### config.mk
export PLATFORM = sky130hd
export DESIGN_NAME = reg_scoreboard_flat
export DESIGN_NICKNAME = d
export VERILOG_FILES = /design/src/rtl/sb_pkg.sv /design/src/rtl/reg_scoreboard_if.sv /design/src/rtl/sb_hazard_chk.sv /design/src/rtl/reg_scoreboard.sv /design/src/flat_wrapper.sv
export SDC_FILE = /design/constraint.sdc
export NUM_CORES = 1
export LEC_CHECK = 0
export ABC_CLOCK_PERIOD_IN_PS = 4400
export CAP_MARGIN = 30
export CORE_MARGIN = 2
export CORE_UTILIZATION = 57
export DETAILED_ROUTE_END_ITERATION = 8
export PLACE_DENSITY = 0.81
export REMOVE_ABC_BUFFERS = 1
export SLEW_MARGIN = 20
export SYNTH_ARGS = -nofsm -noshare
export SYNTH_HDL_FRONTEND = slang
export SYNTH_SLANG_ARGS = --single-unit
export TNS_END_PERCENT = 1
### constraint.sdc
create_clock -name clk -period 4.4 [get_ports clk]
set_input_delay 0.88 -clock clk [delete_from_list [all_inputs] [get_ports clk]]
set_output_delay 0.88 -clock clk [all_outputs]
set_load 0.02 [all_outputs]
### src/rtl/sb_pkg.sv
// Shared types and constants for the register scoreboard.
package sb_pkg;
    localparam int REG_ADDR_W = 5;
    localparam int NUM_REGS   = 32;

    typedef logic [REG_ADDR_W-1:0] reg_addr_t;

    typedef enum logic [1:0] {
        ST_READY = 2'd0,
        ST_STALL = 2'd1,
        ST_FLUSH = 2'd2
    } sb_state_e;
endpackage

### src/rtl/reg_scoreboard_if.sv
// Decode/writeback <-> scoreboard handshake bundle; master is the pipeline side.
interface reg_scoreboard_if;
    import sb_pkg::*;

    logic      ID_SB_req_i;
    reg_addr_t ID_SB_rs1_i;
    reg_addr_t ID_SB_rs2_i;
    reg_addr_t ID_SB_rd_i;
    logic      ID_SB_rd_valid_i;
    logic      ID_SB_issue_i;
    logic      SB_ID_access_o;
    logic      WB_SB_write_i;
    reg_addr_t WB_SB_rd_i;

    modport master (
        output ID_SB_req_i, ID_SB_rs1_i, ID_SB_rs2_i, ID_SB_rd_i,
               ID_SB_rd_valid_i, ID_SB_issue_i, WB_SB_write_i, WB_SB_rd_i,
        input  SB_ID_access_o
    );

    modport slave (
        input  ID_SB_req_i, ID_SB_rs1_i, ID_SB_rs2_i, ID_SB_rd_i,
               ID_SB_rd_valid_i, ID_SB_issue_i, WB_SB_write_i, WB_SB_rd_i,
        output SB_ID_access_o
    );
endinterface

### src/rtl/sb_hazard_chk.sv
// Combinational RAW/WAW/capacity grant check, zero latency.
// SCOREBOARD_WB_BYPASS_EN lets a same-cycle writeback release its register and slot.
module sb_hazard_chk
    import sb_pkg::*;
#(
    parameter int MAX_PENDING = 4
) (
    input  logic                enable_i,
    input  logic [NUM_REGS-1:0] busy_i,
    input  logic [4:0]          pending_i,
    input  reg_addr_t           rs1_i,
    input  reg_addr_t           rs2_i,
    input  reg_addr_t           rd_i,
    input  logic                rd_valid_i,
`ifdef SCOREBOARD_WB_BYPASS_EN
    input  logic                wb_write_i,
    input  reg_addr_t           wb_rd_i,
`endif
    output logic                access_o
);
    logic [NUM_REGS-1:0] busy_eff;
    logic [5:0]          pend_eff;
    logic                need_rd;

    always_comb begin
        busy_eff = busy_i;
        pend_eff = {1'b0, pending_i};
`ifdef SCOREBOARD_WB_BYPASS_EN
        if (wb_write_i && (wb_rd_i != '0) && busy_i[wb_rd_i]) begin
            busy_eff[wb_rd_i] = 1'b0;
            pend_eff          = pend_eff - 6'd1;
        end
`endif
        need_rd  = rd_valid_i && (rd_i != '0);
        access_o = enable_i && !busy_eff[rs1_i] && !busy_eff[rs2_i] &&
                   (!need_rd || (!busy_eff[rd_i] && (pend_eff < 6'(MAX_PENDING))));
    end
endmodule

### src/rtl/reg_scoreboard.sv
// Register scoreboard: busy vector, pending count, READY/STALL/FLUSH FSM.
// Optional SCOREBOARD_WB_BYPASS_EN: writeback clears are visible to the grant in the same cycle.
module reg_scoreboard
    import sb_pkg::*;
#(
    parameter int MAX_PENDING = 4
) (
    input  logic             clk,
    input  logic             reset_i,
    input  logic             flush_i,
    reg_scoreboard_if.slave  sb_if,
    output logic             SB_stall_o,
    output logic [4:0]       SB_pending_o,
    output logic             SB_err_o
);
    sb_state_e           state_q, state_d;
    logic [NUM_REGS-1:0] busy_q, busy_d;
    logic [4:0]          pending_q, pending_d;
    logic                err_q, err_d;
    logic                access;
    logic                issue_set, wb_clr, wb_bad;

    sb_hazard_chk #(.MAX_PENDING(MAX_PENDING)) u_hazard (
        .enable_i   (sb_if.ID_SB_req_i && (state_q != ST_FLUSH) && !reset_i),
        .busy_i     (busy_q),
        .pending_i  (pending_q),
        .rs1_i      (sb_if.ID_SB_rs1_i),
        .rs2_i      (sb_if.ID_SB_rs2_i),
        .rd_i       (sb_if.ID_SB_rd_i),
        .rd_valid_i (sb_if.ID_SB_rd_valid_i),
`ifdef SCOREBOARD_WB_BYPASS_EN
        .wb_write_i (sb_if.WB_SB_write_i),
        .wb_rd_i    (sb_if.WB_SB_rd_i),
`endif
        .access_o   (access)
    );

    assign sb_if.SB_ID_access_o = access;
    assign SB_stall_o           = (state_q == ST_STALL) && !reset_i;
    assign SB_pending_o         = pending_q;
    assign SB_err_o             = err_q;

    always_comb begin
        state_d   = state_q;
        busy_d    = busy_q;
        pending_d = pending_q;
        err_d     = err_q;
        issue_set = sb_if.ID_SB_issue_i && access && sb_if.ID_SB_rd_valid_i &&
                    (sb_if.ID_SB_rd_i != '0);
        wb_clr    = sb_if.WB_SB_write_i && (sb_if.WB_SB_rd_i != '0) &&
                    busy_q[sb_if.WB_SB_rd_i];
        wb_bad    = sb_if.WB_SB_write_i && (sb_if.WB_SB_rd_i != '0) &&
                    !busy_q[sb_if.WB_SB_rd_i];

        if (flush_i) begin
            state_d   = ST_FLUSH;
            busy_d    = '0;
            pending_d = '0;
        end else begin
            case (state_q)
                ST_READY: if (sb_if.ID_SB_req_i && !access) state_d = ST_STALL;
                ST_STALL: if (access || !sb_if.ID_SB_req_i) state_d = ST_READY;
                default:  state_d = ST_READY;
            endcase
            // Everything arriving during the FLUSH cycle is dropped.
            if (state_q != ST_FLUSH) begin
                if (wb_clr)    busy_d[sb_if.WB_SB_rd_i] = 1'b0;
                if (issue_set) busy_d[sb_if.ID_SB_rd_i] = 1'b1;
                pending_d = pending_q + {4'd0, issue_set} - {4'd0, wb_clr};
                if (wb_bad) err_d = 1'b1;
            end
        end
        busy_d[0] = 1'b0;
    end

    always_ff @(posedge clk) begin
        if (reset_i) begin
            state_q   <= ST_READY;
            busy_q    <= '0;
            pending_q <= '0;
            err_q     <= 1'b0;
        end else begin
            state_q   <= state_d;
            busy_q    <= busy_d;
            pending_q <= pending_d;
            err_q     <= err_d;
        end
    end
endmodule

### src/flat_wrapper.sv
// flat-port wrapper written by rule: the top's interface ports become plain ports
module reg_scoreboard_flat import sb_pkg::*;
#(
    parameter int MAX_PENDING = 4
)
  (clk, reset_i, flush_i, SB_stall_o, SB_pending_o, SB_err_o, sb_if_ID_SB_req_i, sb_if_ID_SB_rs1_i, sb_if_ID_SB_rs2_i, sb_if_ID_SB_rd_i, sb_if_ID_SB_rd_valid_i, sb_if_ID_SB_issue_i, sb_if_WB_SB_write_i, sb_if_WB_SB_rd_i, sb_if_SB_ID_access_o);
  reg_scoreboard_if sb_if_i ();
  input  logic clk;
  input  logic reset_i;
  input  logic flush_i;
  output logic SB_stall_o;
  output logic [4:0] SB_pending_o;
  output logic SB_err_o;
  input wire logic [$bits(sb_if_i.ID_SB_req_i)-1:0] sb_if_ID_SB_req_i;
  input wire logic [$bits(sb_if_i.ID_SB_rs1_i)-1:0] sb_if_ID_SB_rs1_i;
  input wire logic [$bits(sb_if_i.ID_SB_rs2_i)-1:0] sb_if_ID_SB_rs2_i;
  input wire logic [$bits(sb_if_i.ID_SB_rd_i)-1:0] sb_if_ID_SB_rd_i;
  input wire logic [$bits(sb_if_i.ID_SB_rd_valid_i)-1:0] sb_if_ID_SB_rd_valid_i;
  input wire logic [$bits(sb_if_i.ID_SB_issue_i)-1:0] sb_if_ID_SB_issue_i;
  input wire logic [$bits(sb_if_i.WB_SB_write_i)-1:0] sb_if_WB_SB_write_i;
  input wire logic [$bits(sb_if_i.WB_SB_rd_i)-1:0] sb_if_WB_SB_rd_i;
  output wire logic [$bits(sb_if_i.SB_ID_access_o)-1:0] sb_if_SB_ID_access_o;
  assign sb_if_i.ID_SB_req_i = sb_if_ID_SB_req_i;
  assign sb_if_i.ID_SB_rs1_i = sb_if_ID_SB_rs1_i;
  assign sb_if_i.ID_SB_rs2_i = sb_if_ID_SB_rs2_i;
  assign sb_if_i.ID_SB_rd_i = sb_if_ID_SB_rd_i;
  assign sb_if_i.ID_SB_rd_valid_i = sb_if_ID_SB_rd_valid_i;
  assign sb_if_i.ID_SB_issue_i = sb_if_ID_SB_issue_i;
  assign sb_if_i.WB_SB_write_i = sb_if_WB_SB_write_i;
  assign sb_if_i.WB_SB_rd_i = sb_if_WB_SB_rd_i;
  assign sb_if_SB_ID_access_o = sb_if_i.SB_ID_access_o;
  reg_scoreboard #(.MAX_PENDING(MAX_PENDING)) u_core (.clk(clk), .reset_i(reset_i), .flush_i(flush_i), .sb_if(sb_if_i), .SB_stall_o(SB_stall_o), .SB_pending_o(SB_pending_o), .SB_err_o(SB_err_o));
endmodule
==> impl_metrics.csv, run 1 <==
group,metric,value,unit
placement,dp_cells,456,
critical_path,cp.required,3.52,ns
routing,wirelength,10900,µm
clocking,cts_made_buffers,5,
logic_synthesis,synth_compound_area_frac,0.247,
timing,slew_viol_final,0,
timing,tightest_slew,0.908,ns
logic_synthesis,synth.most_common_cell,"dfxtp_1",
floorplan,die_area,6080,µm²
critical_path,crit_fanout,6,
logic_synthesis,synth_top_area_share,0.250,
logic_synthesis,syn_area,3120,µm²
logic_synthesis,synth_top_family_by_area,"compound AO/OA/AOI/OAI gates",
logic_synthesis,netlist_instances,342,
logic_synthesis,synthSimpleGateAreaFrac,0.204,
logic_synthesis,yosysUniqueCellTypes,55,
grt,antenna_found_initial,0,
clocking,cts_buffer_depth,2,
grt,overflow,0,
timing,fmax,236,MHz
critical_path,timing.critical_path.from_type,"input pin",
cells_and_area,final_nets,429,
run_status,status,"completed",
power,max-vdd-ir-drop,0.169,mV
critical_path,critical_path_class,"in -> out",
logic_synthesis,yosysSeqAreaShare,0.250,
grt,track_usage,0.371,
clocking,post-cts-setup-buffers,0,
run,maxCapViolations,0,
placement,place_area,3700,µm²
timing,min_period,4.23,ns
cells_and_area,diodes,0,
logic_synthesis,synth-adder-area-share,0.0345,
logic_synthesis,synth-edff-count,0,
logic_synthesis,synthFlopType,"dfxtp_1",
floorplan,die_y,78.0,µm
worst_hold_path,min_path_type,"reg -> reg",
clocking,clk_pin_slew,0.09,ns
logic_synthesis,ys_top_cells_by_area,"dfxtp_1, mux4_2, o211ai_1",
placement,io_buffers,34,
routing,via_per_inst,7.09,
cells_and_area,post-route-cell-area,3810,µm²
grt,grt_pass1_vias,3217,
cells_and_area,drive_gt1_frac,0.203,
clocking,cts_resized,2,
logic_synthesis,synth_xor_xnor_area_share,0.00562,
clocking,cts_hold_buf,0,
timing,post-route-period-util,0.962,
cells_and_area,final_util,0.732,
floorplan,ios,35,
clocking,htreeDepth,2,
clocking,cts_root_buf,"clkbuf_8",
logic_synthesis,synth_mux_area_frac,0.207,
floorplan,die_w,78.0,µm
floorplan,core.rowCount,26,
cells_and_area,multiInputGateArea,2180,µm²
timing,fin_setup_tns,0,ns
timing,maxSlewHeadroom,0.394,
routing,drtIter0Drc,315,
cells_and_area,stdcell_count,465,
logic_synthesis,synth_warnings,0,
clocking,clkLatencyLatePin,0.30,ns
routing,drcViolationCount,0,
timing,timing.hold.ws,0.468,ns
cells_and_area,seqCellArea,781,µm²
routing,ant_nets,0,
logic_synthesis,async_reset_ff_frac,0,
timing,fin_skew,0.0111,ns
logic_synthesis,synth-seq-cells,39,
routing,wl_per_cell,23.4,µm
logic_synthesis,yosysTopAreaCell,"dfxtp_1",
floorplan,core,5200,µm²
cells_and_area,nFillCells,428,
grt,grt_pass1_wl,17100,µm
power,total_leakage_power,0.00136,µW
timing,rsz0062_at_grt,"no",
critical_path,crit_path_end_kind,"output pin",
placement,gp_congestion,1.02,
cells_and_area,syn2layout_area_growth,22.2,%
grt,grt_start_max_net_pins,28,
clocking,cts_sinks,39,
timing,hold_viol_final,0,
placement,hpwl,8120,µm
routing,vias,3299,
power,p_per_area,207,nW/µm²
critical_path,critPathArrivalTime,3.35,ns
logic_synthesis,syn_avg_cell_area,9.12,µm²
logic_synthesis,synthTopCellsByCount,"dfxtp_1, o211ai_1, o21ai_0",
clocking,tritoncts,"done",
timing,setup_viol,0,
floorplan,initial_utilization,0.599,
routing,first_pass_iters,8,
[path summary, 6_finish.rpt]
check	slack (ns)	cells past startpoint	start	to
max	0.17	8	sb_if_ID_SB_rd_i[0]	sb_if_SB_ID_access_o
min	0.47	2	u_core.SB_pending_o[0]	u_core.SB_pending_o[0]
max reg2reg	1.01	15	u_core.busy_q[25]	u_core.SB_pending_o[4]
min reg2reg	0.47	2	u_core.SB_pending_o[0]	u_core.SB_pending_o[0]
[kinds of logic (layout without fill, tap and decap cells)]
logic type,after synthesis,in the layout
simple gates,112,112
fa+ha+maj,8,8
buf+inv,37,90
flops,39,39
mux,39,39
compound gates,105,105
xor+xnor,2,2
[sequential cells by signal (all words and copies together) (netlist names)]
signal,cells
u_core.state_q,2
u_core.SB_pending_o,5
u_core.SB_err_o,1
u_core.busy_q,31
[critical path: stages]
cell	delay [ns]
clkdlybuf4s50_1	0.52
buf_4	0.20
mux4_2	0.52
a22oi_1	0.18
nor2_1	0.08
o311a_1	0.38
nor3_1	0.23
dlygate4sd2_1	0.36
[per-layer routing]
metal  up-vias  global-route usage  wire (µm)
met3        71              0.0988       1310
li1       1453                   -          -
met5         -                   0          0
met1      1524               0.460       4040
met2       251               0.568       4860
met4         0               0.244        663
[cell usage in the layout (no fill, tap or decap), types with 3 or more instances in the layout]
| master | Yosys | routed |
|---|---|---|
| clkdlybuf4s50_1 | 0 | 32 |
| nand2_1 | 20 | 20 |
| o211ai_1 | 34 | 34 |
| nand4b_1 | 3 | 3 |
| o21ai_0 | 25 | 25 |
| clkbuf_8 | 0 | 5 |
| nor2b_1 | 9 | 9 |
| nand4_1 | 6 | 6 |
| nand2b_1 | 4 | 4 |
| a211oi_1 | 3 | 3 |
| nand3b_1 | 3 | 3 |
| nand3_1 | 15 | 15 |
| o2111ai_1 | 7 | 7 |
| a21oi_1 | 8 | 8 |
| inv_1 | 14 | 14 |
| a22oi_1 | 8 | 8 |
| o31ai_2 | 7 | 7 |
| buf_4 | 0 | 32 |
| mux4_2 | 20 | 20 |
| nor3_1 | 4 | 4 |
| nor2_1 | 19 | 18 |
| dfxtp_1 | 39 | 39 |
| mux2_2 | 4 | 4 |
| mux2i_1 | 14 | 14 |
| nor3b_1 | 6 | 6 |
| ha_1 | 7 | 7 |
| and3b_1 | 5 | 5 |
[power by group]
group	leakage, µW	total (µW)	switching (µW)	internal, µW
clock network	0.0000443	257	143	113
registers	0.000315	359	3.01	356
logic	0.00100	174	92.1	81.7
[layout make-up]
cell class	count	area share
multi-input combinational	266	0.573
clock inverter	3	0.00657
clock buffer	5	0.0181
sequential	39	0.205
inverter	14	0.0138
timing repair buffer	68	0.161
tap	70	0.0230
[stage by stage]
stage	setup WS (ns)	power, µW
3_3_place_gp	-0.0582	532
5_1_grt	0.0359	818
2_1_floorplan	0.853	439
3_5_place_dp	-0.168	536
4_1_cts	0.171	789
6_report	0.167	789
Note: power is estimated with default switching activity, not from simulation.
==> inputs of run 2 (changes only) <==
Settings changed: CTS_CLUSTER_SIZE set to 12.
==> results of run 2 <==
Final layout, timing and power as in run 1 (identical DEF).
==> inputs of run 3 (changes only) <==
Settings changed: ABC_CLOCK_PERIOD_IN_PS 4400 to 4090, CORE_UTILIZATION 57 to 64, CTS_CLUSTER_DIAMETER set to 120, DONT_BUFFER_PORTS set to 1, PLACE_DENSITY 0.81 to 0.8.
Clock period 4.4 ns to 4.09 ns, I/O delays scaled along.
==> impl_metrics.csv, run 3 (synthesis gave the netlist of run 1 again) <==
group,metric,value,unit
worst_hold_path,hold_depth,1,
placement,dp_cells,389,
clocking,cts_made_buffers,5,
clocking,cts_resized,0,
routing,wirelength,9700,µm
timing,post-route-period-util,0.825,
timing,fin_skew,0.0106,ns
cells_and_area,syn2layout_area_growth,3.53,%
placement,io_buffers,0,
timing,slew_viol_final,0,
grt,grt_pass1_vias,2849,
critical_path,crit_path_end_kind,"flop",
critical_path,cp_cell_sequence,"mux4_2, or2b_1, o2111ai_1, and4_1, nand2_1, nor4_1, ha_1, inv_1, fa_1, inv_1, a21o_1, a21oi_1, xnor2_1, a211oi_1",
cells_and_area,stdcell_count,396,
run,maxCapViolations,0,
worst_hold_path,min_path_type,"in -> reg",
cells_and_area,layout_common_cells,"dfxtp_1, o211ai_1, o21ai_0",
critical_path,crit_fanout,9,
clocking,htreeDepth,2,
critical_path,cp-startpoint,"sb_if_ID_SB_rs1_i[1]",
placement,hpwl,6850,µm
grt,overflow,0,
cells_and_area,diodes,0,
run_status,status,"completed",
grt,track_usage,0.374,
critical_path,r2r_slack,0.81,ns
timing,setup_viol,0,
timing,maxSlewHeadroom,0.341,
power,max-vdd-ir-drop,0.236,mV
floorplan,ios,35,
critical_path,critPathArrivalTime,3.60,ns
placement,place_area,3120,µm²
timing,fin_setup_tns,0,ns
floorplan,die_w,73.8,µm
critical_path,critPathMaxStageDelay,0.46,ns
critical_path,timing.critical_path.from_type,"input pin",
routing,via_per_inst,7.74,
power,total_leakage_power,0.00107,µW
critical_path,crit_path_frequent_cell,"inv_1",
critical_path,worstReg2RegStart,"u_core.busy_q[31]",
power,p_per_area,252,nW/µm²
grt,grt_start_max_net_pins,24,
floorplan,initial_utilization,0.660,
clocking,tritoncts,"done",
clocking,post-cts-setup-buffers,0,
cells_and_area,regMostFlops,"u_core.busy_q",
clocking,cts_hold_buf,0,
routing,drcViolationCount,0,
clocking,clk_pin_slew,0.08,ns
clocking,clkLatencyLatePin,0.31,ns
timing,tightest_slew,0.987,ns
cells_and_area,final_common_cell,"dfxtp_1",
placement,gp_congestion,1.01,
routing,wl_per_cell,24.5,µm
routing,ant_nets,0,
timing,hold_viol_final,0,
timing,rsz0062_at_grt,"no",
cells_and_area,drive_gt1_frac,0.146,
critical_path,worst_r2r_path_depth,14,
timing,timing.hold.ws,0.558,ns
critical_path,crit_slowest_cell,"mux4_2",
critical_path,critical_path_class,"in -> reg",
routing,drtIter0Drc,365,
timing,fmax,296,MHz
floorplan,die_y,73.8,µm
critical_path,r2r-end,"u_core.SB_pending_o[4]",
cells_and_area,final_nets,364,
clocking,cts_root_buf,"clkbuf_8",
critical_path,cp.required,4.32,ns
critical_path,endpoint,"u_core.SB_pending_o[4]",
clocking,cts_buffer_depth,2,
routing,first_pass_iters,5,
cells_and_area,post-route-cell-area,3230,µm²
clocking,cts_sinks,39,
grt,grt_pass1_wl,14900,µm
routing,vias,3066,
cells_and_area,largest_reg_flops,31,
grt,antenna_found_initial,0,
timing,min_period,3.37,ns
floorplan,core.rowCount,25,
floorplan,die_area,5450,µm²
floorplan,core,4720,µm²
## run 3: report_power, final
part           internal [µW]  switching, µW
combinational           44.0           50.0
clock                    178            151
sequential               383           6.17
total                    605            208
## run 3: per-layer routing
metal	share of wire	global-route usage	routed length, µm
met2	0.46	0.568	4430
met5	0	0	0
met4	0.038	0.162	364
met3	0.13	0.125	1260
met1	0.38	0.484	3640
## run 3: how the worst min path moves through the flow
stage                     slack [ns]                      to              startpoint
after CTS                       0.56       u_core.state_q[1]                 reset_i
after global placement          0.56  u_core.SB_pending_o[0]  u_core.SB_pending_o[0]
after floorplan                 0.49        u_core.busy_q[4]        u_core.busy_q[4]
final                           0.56       u_core.state_q[1]                 reset_i
after global routing            0.56       u_core.state_q[1]                 reset_i
after detailed placement        0.56  u_core.SB_pending_o[0]  u_core.SB_pending_o[0]
## run 3: area by class of cell
cell class / instances / area [µm²]
multi-input combinational: 266 / 2180
fill: 384 / 1490
sequential: 39 / 781
tap: 67 / 83.8
clock buffer: 5 / 68.8
inverter: 14 / 52.6
clock inverter: 2 / 37.5
timing repair buffer: 3 / 22.5
## run 3: worst max-delay path: cells and delay by family
family / cells / cell delay [ns]
AND/OR/NAND/NOR: 4 / 0.93
XOR/XNOR: 1 / 0.12
AO/OA/AOI/OAI: 4 / 0.53
adder cells (fa/ha/maj): 2 / 0.58
multiplexers: 1 / 0.46
buffers and inverters: 2 / 0.15
## run 3: through the flow
step	setup slack, ns	total power [µW]	utilization
after floorplan	0.605	472	-
after CTS	0.752	813	0.684
final	0.717	813	0.684
after global routing	0.527	834	0.684
after detailed placement	0.426	490	0.661
after global placement	0.513	489	0.661
